==> config.mk <==
export PLATFORM = sky130hd
export DESIGN_NAME = pd_rx_arbiter
export DESIGN_NICKNAME = d
export VERILOG_FILES = /design/src/rtl/pd_rx_arbiter.sv
export SDC_FILE = /design/constraint.sdc
export NUM_CORES = 1
export LEC_CHECK = 0
export ABC_AREA = 1
export ABC_CLOCK_PERIOD_IN_PS = 2700
export BUFFER_PORTS_ARGS = -buffer_cell sky130_fd_sc_hd__buf_2
export CAP_MARGIN = 20
export CORE_MARGIN = 1.5
export CORE_UTILIZATION = 47
export CTS_CLUSTER_SIZE = 12
export DETAILED_ROUTE_END_ITERATION = 16
export PLACE_DENSITY_LB_ADDON = 0.25
export SLEW_MARGIN = 30
export SYNTH_ARGS = -nofsm -noshare
export SYNTH_HDL_FRONTEND = slang
export SYNTH_SLANG_ARGS = --single-unit
==> constraint.sdc <==
create_clock -name clk -period 2.7 [get_ports clk]
set_input_delay 0 -clock clk [delete_from_list [all_inputs] [get_ports clk]]
set_output_delay 0 -clock clk [all_outputs]
set_load 0.02 [all_outputs]
==> src/rtl/pd_rx_arbiter.sv <==
// Round-robin admission of N_REQ optical requesters into one fixed-latency photodetector,
// gated by downstream receive credits, with a source-tag pipeline aligned to the detector output.
module pd_rx_arbiter #(
    parameter int N_REQ   = 4,
    parameter int DELAY   = 2,
    parameter int CREDITS = 4,
    parameter int DW      = 8,
    localparam int SW     = $clog2(N_REQ),
    localparam int CW     = $clog2(CREDITS + 1)
) (
    input  logic                      clk,
    input  logic                      rst,
    input  logic [N_REQ-1:0]          req_valid,
    input  logic [N_REQ-1:0][DW-1:0]  req_data,
    output logic [N_REQ-1:0]          req_ready,
    output logic [DW-1:0]             pd_in_data,
    output logic                      pd_in_valid,
    input  logic [DW-1:0]             pd_out_data,
    input  logic                      pd_out_valid,
    output logic [DW-1:0]             rx_data,
    output logic                      rx_valid,
    output logic [SW-1:0]             rx_src,
    input  logic                      credit_return,
    output logic [CW-1:0]             credits,
    output logic                      busy,
    output logic                      err
);

    localparam logic [CW-1:0] CREDITS_FULL = CW'(CREDITS);

    logic [SW-1:0] last;
    logic          win_found;
    logic [SW-1:0] win_idx;
    logic          accept;
    logic          credit_overflow;
    logic          delay_mismatch;

    logic          tag_valid [0:DELAY];
    logic [SW-1:0] tag_src   [0:DELAY];

    // Walk downward from the lowest priority so the nearest index after last wins.
    always_comb begin
        win_found = 1'b0;
        win_idx   = '0;
        for (int k = N_REQ; k >= 1; k--) begin
            if (req_valid[(int'(last) + k) % N_REQ]) begin
                win_found = 1'b1;
                win_idx   = SW'((int'(last) + k) % N_REQ);
            end
        end
    end

    assign accept = win_found && (credits != '0);

    always_comb begin
        req_ready = '0;
        if (accept) begin
            req_ready[win_idx] = 1'b1;
        end
    end

    always_ff @(posedge clk or posedge rst) begin
        if (rst) begin
            last        <= SW'(N_REQ - 1);
            pd_in_valid <= 1'b0;
            pd_in_data  <= '0;
        end else begin
            pd_in_valid <= accept;
            if (accept) begin
                last       <= win_idx;
                pd_in_data <= req_data[win_idx];
            end
        end
    end

    always_ff @(posedge clk or posedge rst) begin
        if (rst) begin
            for (int k = 0; k <= DELAY; k++) begin
                tag_valid[k] <= 1'b0;
                tag_src[k]   <= '0;
            end
        end else begin
            tag_valid[0] <= accept;
            tag_src[0]   <= accept ? win_idx : '0;
            for (int k = 1; k <= DELAY; k++) begin
                tag_valid[k] <= tag_valid[k-1];
                tag_src[k]   <= tag_src[k-1];
            end
        end
    end

    assign rx_data  = pd_out_data;
    assign rx_valid = pd_out_valid;
    assign rx_src   = tag_src[DELAY];

    assign credit_overflow = credit_return && !accept && (credits == CREDITS_FULL);
    assign delay_mismatch  = (pd_out_valid != tag_valid[DELAY]);

    // A return that coincides with an accept cancels out, including at full credits.
    always_ff @(posedge clk or posedge rst) begin
        if (rst) begin
            credits <= CREDITS_FULL;
        end else if (accept && !credit_return) begin
            credits <= credits - 1'b1;
        end else if (credit_return && !accept && (credits != CREDITS_FULL)) begin
            credits <= credits + 1'b1;
        end
    end

    always_ff @(posedge clk or posedge rst) begin
        if (rst) begin
            err <= 1'b0;
        end else if (credit_overflow || delay_mismatch) begin
            err <= 1'b1;
        end
    end

    always_comb begin
        busy = pd_in_valid;
        for (int k = 0; k <= DELAY; k++) begin
            busy = busy | tag_valid[k];
        end
    end

endmodule

-- Word-level counts from Yosys, hierarchy flattened
Index checks and enable logic that the tools add are counted.
- $add $sub $neg: 6
- multipliers: 0
- div/mod/pow operators: 0
- $lt $le $gt $ge: 6
- eq/ne operators: 3
- shift operators: 0
- multiplexer cells: 28
- bitwise logic cells: 6
- reduce and logical (&&, ||, !) cells: 15
- operators by type and width (kind ; count):
    binary-select mux 8 bit (select 2 bit) ; 1
    less-than comparator 3 x 4 -> 1 bit (second input constant) ; 4
    2-to-1 mux 1 bit ; 13
    2-to-1 mux 2 bit ; 5
    binary-select mux 1 bit (select 2 bit) ; 4
    2-to-1 mux 8 bit ; 1
    OR reduction 2 bit ; 4
    logical AND 1 bit ; 6
    2-to-1 mux 3 bit ; 2
    adder 2 x 1 -> 2 bit (second input constant) ; 2
    adder 2 bit (second input constant) ; 2
    AND 1 bit (first input constant) ; 4
    2-to-1 mux 4 bit ; 1
    adder 3 x 1 -> 3 bit (second input constant) ; 1
    equality test 3 bit (second input constant) ; 1
    less-than comparator 2 x 3 -> 1 bit (second input constant) ; 1
    != test 3 bit (second input constant) ; 1
    nonzero test 3 bit ; 1
    subtractor 3 x 1 -> 3 bit (second input constant) ; 1
    demux 1 bit (select 2 bit) ; 1
    >= comparator 2 x 1 -> 1 bit (second input constant) ; 1
    logical NOT 1 bit ; 2
    OR 1 bit ; 2
    nonzero test 2 bit ; 1
    other kinds (2) ; 2
- register bits after elaboration: 23
- bits in latches: 0
- bits in writable memories: 0
- bits in read-only memories: 0
- memories: 0

-- Depth between registers and ports, before layout
Gate-level depths: netlist (run 1).
- depth in word-level cells: 16
- mapped depth: 19
- gate-level depth less buffers: 18

-- Worst setup path after synthesis (run 1)
OpenSTA, ideal clock, no wires.
- path type: register to register
- start: reg last[0]
- end: reg credits[2]
- library setup time: 0.060 ns
- arrival: 2.077 ns
- data required time: 2.640 ns
- slack: 0.562 ns
- stages on the path, launching flop included: 19
- period minus slack after synthesis: 2.138 ns
- cell sequence: dfstp_2 buf_6 nand2_1 o21ai_1 nand2_1 nand2_2 inv_4 nand2_2 nor2_4 nand2_1 nand2_2 inv_2 nand2_2 fa_1 inv_1 nand4_1 nand2_1 nand2_1 nand2_1
- cells in the longest elaborated chain, start to end: 13
- elaborated cells between the ends (all ways): 27
- those cells by class: add/sub: 4; mux: 17; reduce/logical: 6
- ends and longest elaborated chain (what ; line ; source):
    start: declaration ; 31 ; logic [SW-1:0] last;
    start signal: assignment ; 64 ; last <= SW'(N_REQ - 1);
    start signal: assignment ; 70 ; last <= win_idx;
    adder 2 x 1 -> 2 bit ; 46 ; if (req_valid[(int'(last) + k) % N_REQ]) begin
    binary-select mux 1 bit (select 2 bit) ; 46 ;
    2-to-1 mux 1 bit (not written as such) (2 in series) ; 46 ;
    2-to-1 mux 1 bit (3 in series) ; 46 ;
    2-to-1 mux 1 bit (*) ; 46 ;
    logical AND 1 bit (*) ; 53 ; assign accept = win_found && (credits != '0);
    logical NOT 1 bit ; 105 ; end else if (credit_return && !accept && (credits != CREDITS_FULL)) begin
    logical AND 1 bit (2 in series) ; 105 ;
    nonzero test 2 bit (no line) ; -- ;
    end signal: assignment ; 104 ; credits <= credits - 1'b1;
    end signal: assignment ; 106 ; credits <= credits + 1'b1;
    end: declaration ; 24 ; output logic [CW-1:0] credits,
Mark *: on every way between the ends. The rest lies on a longest branch, timed or not. The select of a mux whose other input is x is not followed.
A chain may end at the register's enable or synchronous reset.

-- Worst setup path in the final report (run 1)
- start: reg last[0]
- end: reg err
- cells in the longest elaborated chain, start to end: 13
- elaborated cells between the ends (all ways): 25
- those cells by class: add/sub: 4; mux: 16; reduce/logical: 5
- ends and longest elaborated chain (what ; line ; source):
    adder 2 x 1 -> 2 bit ; 46 ;
    binary-select mux 1 bit (select 2 bit) ; 46 ;
    2-to-1 mux 1 bit (not written as such) (2 in series) ; 46 ;
    2-to-1 mux 1 bit (3 in series) ; 46 ;
    2-to-1 mux 1 bit (*) ; 46 ;
    logical AND 1 bit (*) ; 53 ;
    logical NOT 1 bit (*) ; 96 ; assign credit_overflow = credit_return && !accept && (credits == CREDITS_FULL);
    logical AND 1 bit (*) (2 in series) ; 96 ;
    logical OR 1 bit (*) ; 113 ; end else if (credit_overflow || delay_mismatch) begin
    end signal: assignment ; 112 ; err <= 1'b0;
    end signal: assignment ; 114 ; err <= 1'b1;
    end: declaration ; 26 ; output logic err
Marks and branches as above.

==> results.toml, run 1 <==
[run_status]
status = "completed"

[clocking]
clk-insertion-delay-late_ns = 0.31
cts_root_buf = "clkbuf_4"
clockBufferDepth = 2
numCtsBuffers = 3
cts_num_sinks = 23
htree_levels = 1
post_cts_resize_count = 0
cts.clk_slew.worst_paths_ns = 0.13
cts_tree = "built"

[grt]
globalRouteMet3Util = 0.01622
use_met2 = 0.3159
grt_use_met1 = 0.2486
grtUsageTotal = 0.1835
globalRoute.busiestLayer = "met2"
grt_pass1_vias = 1405
overflow = 0
grt_pass1_wl_mm = 6.023
grt_max_degree = 24
antenna_found_initial = 0

[logic_synthesis]
syn_inst = 232
synth_edf_count = 0
syn_area_mm2 = 0.001667
ys_async_sr_fraction = 1.000
yosysMostFrequentCell = "nand2_1"
synth_ff_type = "dfrtp_1"
synth.distinct_cells = 23
seq_area_frac_synth = 0.3476
synth_area_leaders = "dfrtp_1 (30%), nand2_1 (22%), nand2_2 (7.5%)"
synth_common_cells = "nand2_1 (98), nand3_1 (25), dfrtp_1 (20), nand2_2 (20), inv_1 (17)"
ys_ff_latch = 23
synthesis.nets = 281
synth_area_leader_cell = "dfrtp_1"
synth.top_cell.area_share = 0.3003
syn-mean-instance-area_um2 = 7.184
ys_warn_count = 0

[setup_path]
critPathRequiredTime_ns = 2.95
crit_chain = "inv_8 -> nand2_2 -> nand2_2 -> nand2_2 -> nand2_2 -> inv_4 -> nand2_2 -> nor2_4 -> nand2_1 -> nand2_2 -> buf_4 -> nand3_1 -> nand3_1 -> dlygate4sd3_1"
start_kind = "flop"
endpoint_kind = "flop"
slowest_stage = "dfstp_2"
worstPathMaxFanout = 12
arrival_ns = 2.62
crit_type = "flop to flop"
slowest_delay_ns = 0.67
rr_startpoint = "last[0]"
cp_common_cell = "nand2_2"
startpoint = "last[0]"

[layout]
nets = 333
drive_gt1_frac = 0.3675
syn_to_final_growth_pct = 16.29
n_antenna_cell = 0
utilization = 0.5763
n_fill_cell = 358

[route]
route.detailed.drc = 0
vias_per_cell = 4.520
route.vias.total = 1487
wl_mm = 3.319
route.detailed.wl_per_inst_um = 10.09
ant_nets = 0
detail_route.first_pass.iterations = 4
drt-initial-drc-count = 75

[job]
drv_cap = 0

[timing]
drv_slew = 0
rsz0062_at_grt = "false"
post-route-period-util = 0.8766
slew_headroom = 0.4397
fin_crit_ns = 2.367
hold_viol_final = 0
fin_setup_tns_ns = 0
max_clock_freq_ghz = 0.4225
finalSetupViolCount = 0
worst_pin_slew_ns = 0.8396
skew_ns = 0.004924

[floorplanning]
rows = 21
dieArea_mm2 = 0.003912
die_w_um = 62.55
io_pins = 77
die_height_um = 62.55
initial_utilization = 0.4955
core-area_mm2 = 0.003363

[place]
dp_hpwl_mm = 2.552
portBuffers = 60
place.gp.congestion = 0.7833

[power_and_ir_drop]
p_leak_nw = 1.145
power_density_mw_per_mm2 = 1558
ir_drop_v = 0.0005897

[min_path]
hp-class = "input port to output port"
hp-start = "pd_out_data[3]"
-- timing repair --
| item | in CTS | in global routing |
|---|---|---|
| endpoints found under the hold margin | 21 | 0 |
| buffers inserted | 0 | 0 |
| hold buffers | 3 | 0 |
-- sequential cells by signal (all words and copies together), names as in the netlist --
signal	flops
credits	3
err	1
last	2
pd_in_data	8
rx_src	2
tag_src	4
tag_valid	3
-- area by class of cell --
| class | instances | area (µm²) | share of cell area |
|---|---|---|---|
| Timing Repair Buffer | 65 | 345.3 | 0.1782 |
| Clock inverter | 1 | 5.005 | 0.002582 |
| Sequential cell | 23 | 579.3 | 0.2989 |
| Inverter | 23 | 96.34 | 0.04971 |
| Clock buffer | 3 | 22.52 | 0.01162 |
| Tap cell | 46 | 57.56 | 0.02970 |
| Multi-Input combinational cell | 168 | 832.0 | 0.4293 |
-- kinds of logic after synthesis --
| family | Yosys count | synth area share |
|---|---|---|
| compound gates | 5 | 0.01501 |
| simple gates | 162 | 0.4722 |
| buf+inv | 41 | 0.1532 |
| fa+ha+maj | 1 | 0.01201 |
| flops | 23 | 0.3476 |
-- critical path: cells and delay by family, from the launching register on --
kind                   cells  cell delay [ns]
buffers and inverters      4             0.88
flip-flops                 1             0.67
AND/OR/NAND/NOR           10             0.76
-- power by group --
group          internal, mW  total (mW)  switching, mW  leakage, nW
Sequential            0.538       0.643          0.105        0.269
Clock                0.0552       0.157          0.102       0.0177
Combinational         0.725        2.22           1.49        0.858
-- path summary, 6_finish.rpt --
kind                                 to  slack [ns]  depth (start not counted)
min in group asynchronous     rx_src[0]        0.39                          3
max in group asynchronous  tag_valid[2]        1.80                          3
max                                 err        0.33                         14
min reg2reg                  tag_src[3]        0.36                          0
max reg2reg                         err        0.33                         14
min                          rx_data[3]    0.000009                          0
-- through the flow --
stage / hold slack [ns] / cells / power [mW] / setup slack [ns] / cell area [µm²]
final: 0.000008833 / 329 / 3.019 / 0.3332 / 1938
after global routing: 0.00002928 / 329 / 3.372 / 0.1551 / 1938
after CTS: 0.0001487 / 329 / 3.053 / 0.3316 / 1938
after detailed placement: 0.0001487 / 322 / 2.885 / 0.4981 / 1881
after global placement: 0.0001487 / 322 / 2.855 / 0.5632 / 1881
after floorplan: -0.0002998 / 232 / 2.586 / 0.5622 / 1667
-- metal layers --
metal / routed length, µm / part of all wire
met5: 0 / 0
met4: 9 / 0.0027
met3: 150 / 0.045
met2: 1542 / 0.46
met1: 1616 / 0.49
-- cells in the final DEF (no fill, tap or decap) --
| cell type | n |
|---|---|
| nand3_4 | 1 |
| nor3_1 | 3 |
| inv_2 | 4 |
| dlygate4sd3_1 | 3 |
| inv_4 | 1 |
| nor2_4 | 2 |
| fa_1 | 1 |
| nand3_1 | 25 |
| nand2_2 | 20 |
| clkbuf_4 | 3 |
| inv_1 | 17 |
| inv_8 | 1 |
| nand2_8 | 2 |
| o21ai_1 | 3 |
| buf_4 | 2 |
| nand4_1 | 1 |
| dfstp_2 | 3 |
| nor2_1 | 6 |
| nand2_1 | 98 |
| clkinv_2 | 1 |
| dfrtp_1 | 20 |
| buf_2 | 60 |
| o21ai_0 | 1 |
| nand2_4 | 4 |
| a21oi_1 | 1 |
Note: power is estimated with default switching activity, not from simulation.
==> run 2: changes to the inputs <==
--- a/config.mk
+++ b/config.mk
@@ -10,10 +10,12 @@
 export BUFFER_PORTS_ARGS = -buffer_cell sky130_fd_sc_hd__buf_2
 export CAP_MARGIN = 20
 export CORE_MARGIN = 1.5
-export CORE_UTILIZATION = 47
+export CORE_UTILIZATION = 28
+export CTS_BUF_LIST = sky130_fd_sc_hd__clkbuf_2 sky130_fd_sc_hd__clkbuf_4 sky130_fd_sc_hd__clkbuf_8
 export CTS_CLUSTER_SIZE = 12
 export DETAILED_ROUTE_END_ITERATION = 16
 export PLACE_DENSITY_LB_ADDON = 0.25
+export SKIP_LAST_GASP = 1
 export SLEW_MARGIN = 30
 export SYNTH_ARGS = -nofsm -noshare
 export SYNTH_HDL_FRONTEND = slang
==> run 2 against run 1 <==
Effect of this change: clock-buffer cell count unchanged; sequential power up 1%; final cell count up 7.6%; core utilization down 22 points; highest routed layer unchanged; worst setup slack better by 0.077 ns; sequential share of layout area down 0.62 points.
==> results.toml, run 2 (same netlist as run 1, synthesis figures left out) <==
[layout]
drive_gt1_frac = 0.3723
syn_to_final_growth_pct = 18.77
mostFrequentLayoutCells = "nand2_1 (98), buf_2 (60), nand3_1 (25), nand2_2 (20), dfrtp_1 (20)"
nets = 332
top_register = "pd_in_data"
largest_reg_flops = 8
largestRegisters = "pd_in_data x8, tag_src x4"
n_antenna_cell = 0
n_fill_cell = 661
mostFrequentLayoutCell = "nand2_1"
finalNonFillerCells = 354

[setup_path]
reg2reg_slack_ns = 0.49
r2r_cells = 17
start_kind = "flop"
startpoint = "last[0]"
endpoint = "req_ready[3]"
worstPathMaxFanout = 14
rr_startpoint = "last[0]"
arrival_ns = 2.29
endpoint_kind = "output port"
crit_type = "flop to output port"
r2r_end = "credits[2]"
critPathRequiredTime_ns = 2.70

[timing]
fin_crit_ns = 2.290
hold_viol_final = 0
fin_setup_tns_ns = 0
drv_slew = 0
finalSetupViolCount = 0
max_clock_freq_ghz = 0.4367
final.setup.worst_slack_ns = 0.4101
rsz0062_at_grt = "false"
slew_headroom = 0.6756
skew_ns = 0.007304
post-route-period-util = 0.8481
worst_pin_slew_ns = 0.4860

[clocking]
cts.clk_slew.worst_paths_ns = 0.09
clk-insertion-delay-late_ns = 0.26
cts_hold_buffers = 2
postCtsSetupBuffers = 0
cts_num_sinks = 23
cts_root_buf = "clkbuf_8"
post_cts_resize_count = 0
cts_tree = "built"
clockBufferDepth = 2
htree_levels = 1
numCtsBuffers = 3

[floorplanning]
initial_utilization = 0.2972
rows = 27
die_w_um = 80.15
core-area_mm2 = 0.005608
dieArea_mm2 = 0.006424
io_pins = 77
die_height_um = 80.15

[route]
drt-initial-drc-count = 40
route.detailed.drc = 0
detail_route.first_pass.iterations = 4
vias_per_cell = 4.198
ant_nets = 0
route.vias.total = 1486
wl_mm = 3.832
route.detailed.wl_per_inst_um = 10.82

[power_and_ir_drop]
power.total_mw = 3.105
ir_drop_v = 0.0004751
p_leak_nw = 1.150
power_density_mw_per_mm2 = 1569

[place]
dp_hpwl_mm = 2.966
place_inst = 348
preCtsSetupSlack_ns = 0.4909
portBuffers = 60
place.gp.congestion = 0.8640

[run_status]
status = "completed"

[min_path]
hp-class = "input port to output port"
whs_path_depth = 0

[grt]
grtUsageTotal = 0.1254
overflow = 0
grt_pass1_vias = 1378
antenna_found_initial = 0
grt_pass1_wl_mm = 6.327
grt_max_degree = 24

[job]
drv_cap = 0
==> run 2: changes by cell type in the layout (fill, tap and decap cells not counted) <==
cell / previous run / this run
clkbuf_4: 3 / 0
clkbuf_8: 0 / 3
dlygate4sd3_1: 3 / 2
inv_1: 17 / 16
inv_2: 4 / 5
==> run 2: worst min path at each step <==
stage | start | endpoint | slack, ns
after floorplan | rst | credits[0] | -0.0003
after global placement | pd_out_data[0] | rx_data[0] | 0.0001
after detailed placement | pd_out_data[0] | rx_data[0] | 0.0001
after CTS | pd_out_data[0] | rx_data[0] | 0.0001
after global routing | pd_out_data[3] | rx_data[3] | 0.00003
final | pd_out_data[3] | rx_data[3] | 0.000009
==> run 2: power breakdown <==
| part | internal [mW] | switching, mW | leakage [nW] |
|---|---|---|---|
| Combinational | 0.724 | 1.51 | 0.856 |
| Sequential | 0.539 | 0.112 | 0.269 |
| Clock | 0.103 | 0.112 | 0.0255 |
==> run 2: per-layer routing <==
| layer | wire (µm) | GRT usage | share of wire | vias to the layer above |
|---|---|---|---|---|
| met2 | 1733 | 0.2017 | 0.45 | 46 |
| met5 | 0 | 0 | 0 | - |
| met1 | 1851 | 0.1674 | 0.48 | 640 |
| met4 | 23 | 0.04138 | 0.0060 | 0 |
| met3 | 223 | 0.02386 | 0.058 | 2 |
| li1 | - | - | - | 798 |
==> run 2: metrics by stage <==
| stage | hold WS (ns) | utilization | instance area, µm² |
|---|---|---|---|
| after floorplan | -0.0002998 | - | 1667 |
| after global placement | 0.0001367 | 0.3411 | 1913 |
| after detailed placement | 0.0001367 | 0.3411 | 1913 |
| after CTS | 0.0001367 | 0.3530 | 1979 |
| after global routing | 0.00002927 | 0.3530 | 1979 |
| final | 0.000008814 | 0.3530 | 1979 |
==> run 2: layout make-up <==
type                    count  area, µm²  area share
multi-input cells         168      832.0      0.4204
flip-flops and latches     23      579.3      0.2927
repair buffers             64      335.3      0.1694
inverters                  23      96.34     0.04867
well taps                  72      90.09     0.04551
clock buffers               3      41.29     0.02086
clock inverters             1      5.005    0.002528
==> run 2: critical path, stage by stage, from the launching register on <==
cell	delay, ns
dfstp_2	0.65
nand2_1	0.08
o21ai_1	0.12
nand2_1	0.09
nand2_2	0.08
inv_4	0.05
nand2_2	0.08
nor2_4	0.04
nand2_1	0.07
nand2_2	0.06
inv_2	0.06
buf_4	0.19
nand2_1	0.12
nor2_1	0.14
buf_2	0.18
==> run 3: changes to the inputs <==
--- a/config.mk
+++ b/config.mk
@@ -5,8 +5,8 @@
 export SDC_FILE = /design/constraint.sdc
 export NUM_CORES = 1
 export LEC_CHECK = 0
-export ABC_AREA = 1
-export ABC_CLOCK_PERIOD_IN_PS = 2700
+export ABC_AREA = 0
+export ABC_CLOCK_PERIOD_IN_PS = 2200
 export BUFFER_PORTS_ARGS = -buffer_cell sky130_fd_sc_hd__buf_2
 export CAP_MARGIN = 20
 export CORE_MARGIN = 1.5
==> constraint.sdc (replaced) <==
create_clock -name clk -period 2.2 [get_ports clk]
set_input_delay 0 -clock clk [delete_from_list [all_inputs] [get_ports clk]]
set_output_delay 0 -clock clk [all_outputs]
set_load 0.02 [all_outputs]
==> run 3 against run 2 <==
Effect of this change: final cell count decreased by 35%; critical path depth shrank 9; clock power rose by 20%; highest routed layer unchanged; via count fell by 27%; synthesized area fell by 23%.
==> results.toml, run 3 <==
[grt]
overflow = 0
grt_pass1_vias = 1103
grt_max_degree = 24
antenna_found_initial = 0
grt_pass1_wl_mm = 5.106
grtUsageTotal = 0.1259

[clocking]
clk-insertion-delay-late_ns = 0.26
cts_root_buf = "clkbuf_8"
numCtsBuffers = 3
cts.clk_slew.worst_paths_ns = 0.08
clockBufferDepth = 2
cts_tree = "built"
post_cts_resize_count = 0
postCtsSetupBuffers = 0
htree_levels = 1
cts_num_sinks = 23

[setup_path]
slowest_stage = "dfstp_2"
r2r_end = "pd_in_data[5]"
endpoint_kind = "output port"
slowest_delay_ns = 0.56
reg2reg_slack_ns = 0.25
crit_chain = "nand2b_2 -> a21boi_2 -> or3_1 -> nor3_1 -> buf_2"
crit_type = "flop to output port"
worstPathMaxFanout = 10
arrival_ns = 2.03
critPathRequiredTime_ns = 2.20
start_kind = "flop"
r2r_cells = 5
cp_num_buf_inv = 1
crit_family = "simple AND/OR/NAND/NOR gates"
rr_startpoint = "last[0]"

[route]
route.detailed.wl_per_inst_um = 13.55
wl_mm = 3.130
ant_nets = 0
detail_route.first_pass.iterations = 4
vias_per_cell = 4.684
drt-initial-drc-count = 44
route.detailed.drc = 0
route.vias.total = 1082

[logic_synthesis]
syn-mean-instance-area_um2 = 10.33
synth_edf_count = 0
synth_common_cells = "dfrtp_1 (20), nor2_1 (16), buf_4 (12), mux2i_1 (10)"
syn_inst = 125
synth.distinct_cells = 32
seq_area_frac_synth = 0.4486
synth.top_cell.area_share = 0.3876
syn_area_mm2 = 0.001291
ys_async_sr_fraction = 1.000
synth_area_leader_cell = "dfrtp_1"
yosysMostFrequentCell = "dfrtp_1"
ys_warn_count = 0
ys_ff_latch = 23
synth_ff_type = "dfrtp_1"
synth_area_leaders = "dfrtp_1 (39%), mux2i_1 (7.8%), buf_4 (7.0%)"
synthesis.nets = 174

[power_and_ir_drop]
pwr-share-clk = 0.117
p_comb_frac = 0.536
ir_drop_v = 0.0003792
p_sw_mw = 0.9587
seqPwrFrac = 0.347
power_density_mw_per_mm2 = 1357
p_sw_frac = 0.4345
p_int_mw = 1.248
p_leak_nw = 0.7877

[floorplanning]
die_w_um = 70.91
dieArea_mm2 = 0.005028
io_pins = 77
core-area_mm2 = 0.004384
die_height_um = 70.91
rows = 24
initial_utilization = 0.2945

[min_path]
hp-class = "input port to output port"
hp-start = "pd_out_data[5]"
hold_end = "rx_data[5]"
whs_path_depth = 0

[layout]
n_fill_cell = 448
largestRegisters = "pd_in_data x8, tag_src x4"
syn_to_final_growth_pct = 25.87
mostFrequentLayoutCell = "buf_2"
n_antenna_cell = 0
nets = 229
largest_reg_flops = 8
top_register = "pd_in_data"
drive_gt1_frac = 0.4246
mostFrequentLayoutCells = "buf_2 (60), dfrtp_1 (20), nor2_1 (16), mux2i_1 (10)"

[timing]
worst_hold_slack_ns = 0.000008814
skew_ns = 0.007132
drv_slew = 0
fin_crit_ns = 2.028
slew_headroom = 0.4369
worst_pin_slew_ns = 0.8437
max_clock_freq_ghz = 0.4930
finalSetupViolCount = 0
rsz0062_at_grt = "false"
post-route-period-util = 0.9219
fin_setup_tns_ns = 0
hold_viol_final = 0

[place]
place.gp.congestion = 0.7941
portBuffers = 60
dp_hpwl_mm = 2.546

[job]
drv_cap = 0

[run_status]
status = "completed"
run 3: cell count changes after synthesis, moves of 4 or more:
cell	before	now
nand2_1	98	4
nand3_1	25	2
nand2_2	20	0
inv_1	17	4
mux2i_1	0	10
nor2_1	6	16
a211oi_1	0	8
a221oi_1	0	8
and2b_1	0	7
inv_2	4	0
nand2_4	4	0
run 3: power by group through the flow:
stage          registers [mW]  clock network, mW  logic (mW)
2_1_floorplan           0.892                  0       0.765
3_3_place_gp            0.763                  0        1.17
3_5_place_dp            0.776                  0        1.20
4_1_cts                 0.768              0.261        1.20
5_1_grt                 0.798              0.282        1.30
6_report                0.766              0.258        1.18
run 3: kinds of logic after synthesis:
| group | share of synthesized area |
|---|---|
| AND/OR/NAND/NOR | 0.1977 |
| buffers and inverters | 0.1056 |
| adder cells (fa/ha/maj) | 0.01550 |
| flip-flops | 0.4486 |
| XOR/XNOR | 0.02035 |
| multiplexers | 0.07752 |
| AO/OA/AOI/OAI | 0.1347 |
run 3: worst max path at each step:
| stage | end | cells after the start | slack (ns) | start |
|---|---|---|---|---|
| 5_1_grt | req_ready[0] | 5 | 0.03 | last[0] |
| 6_report | req_ready[0] | 5 | 0.17 | last[0] |
| 4_1_cts | req_ready[0] | 5 | 0.14 | last[0] |
| 2_1_floorplan | credits[2] | 5 | 0.35 | credits[2] |
| 3_5_place_dp | pd_in_data[5] | 5 | 0.24 | last[0] |
| 3_3_place_gp | pd_in_data[7] | 5 | 0.35 | last[0] |
run 3: layout make-up:
| cell class | count | area (µm²) | share of cell area |
|---|---|---|---|
| well taps | 52 | 65.06 | 0.04003 |
| repair buffers | 65 | 340.3 | 0.2094 |
| inverters | 5 | 18.77 | 0.01155 |
| clock buffers | 3 | 41.29 | 0.02540 |
| clock inverters | 1 | 5.005 | 0.003079 |
| flip-flops and latches | 23 | 579.3 | 0.3564 |
| multi-input cells | 82 | 575.6 | 0.3541 |
run 3: timing repair:
action / in CTS / in global routing
setup endpoints to repair: 0 / 0
endpoints found under the hold margin: 20 / 0
hold buffers: 1 / 0
run 3: worst reg2reg max path, stage by stage, from the launching register on:
cell and delay [ns]:
dfstp_2 0.56, nand2b_2 0.14, a21boi_2 0.11, or3_1 0.54, a221oi_1 0.39, a211oi_1 0.09
run 3: per-stage QoR:
step / power (mW) / utilization / instance area [µm²] / cells / worst slack, ns
6_report: 2.206 / 0.3707 / 1625 / 231 / 0.1718
2_1_floorplan: 1.657 / - / 1291 / 125 / 0.3517
5_1_grt: 2.380 / 0.3707 / 1625 / 231 / 0.02870
3_3_place_gp: 1.932 / 0.3579 / 1569 / 226 / 0.3485
3_5_place_dp: 1.975 / 0.3579 / 1569 / 226 / 0.2374
4_1_cts: 2.231 / 0.3707 / 1625 / 231 / 0.1384
run 3: per-layer routing:
metal / wire length (µm) / global-route usage / vias to the layer above
li1: - / - / 539
met1: 1404 / 0.1843 / 490
met2: 1460 / 0.1796 / 41
met3: 194 / 0.02422 / 12
met4: 70 / 0.05660 / 0
met5: 0 / 0 / -
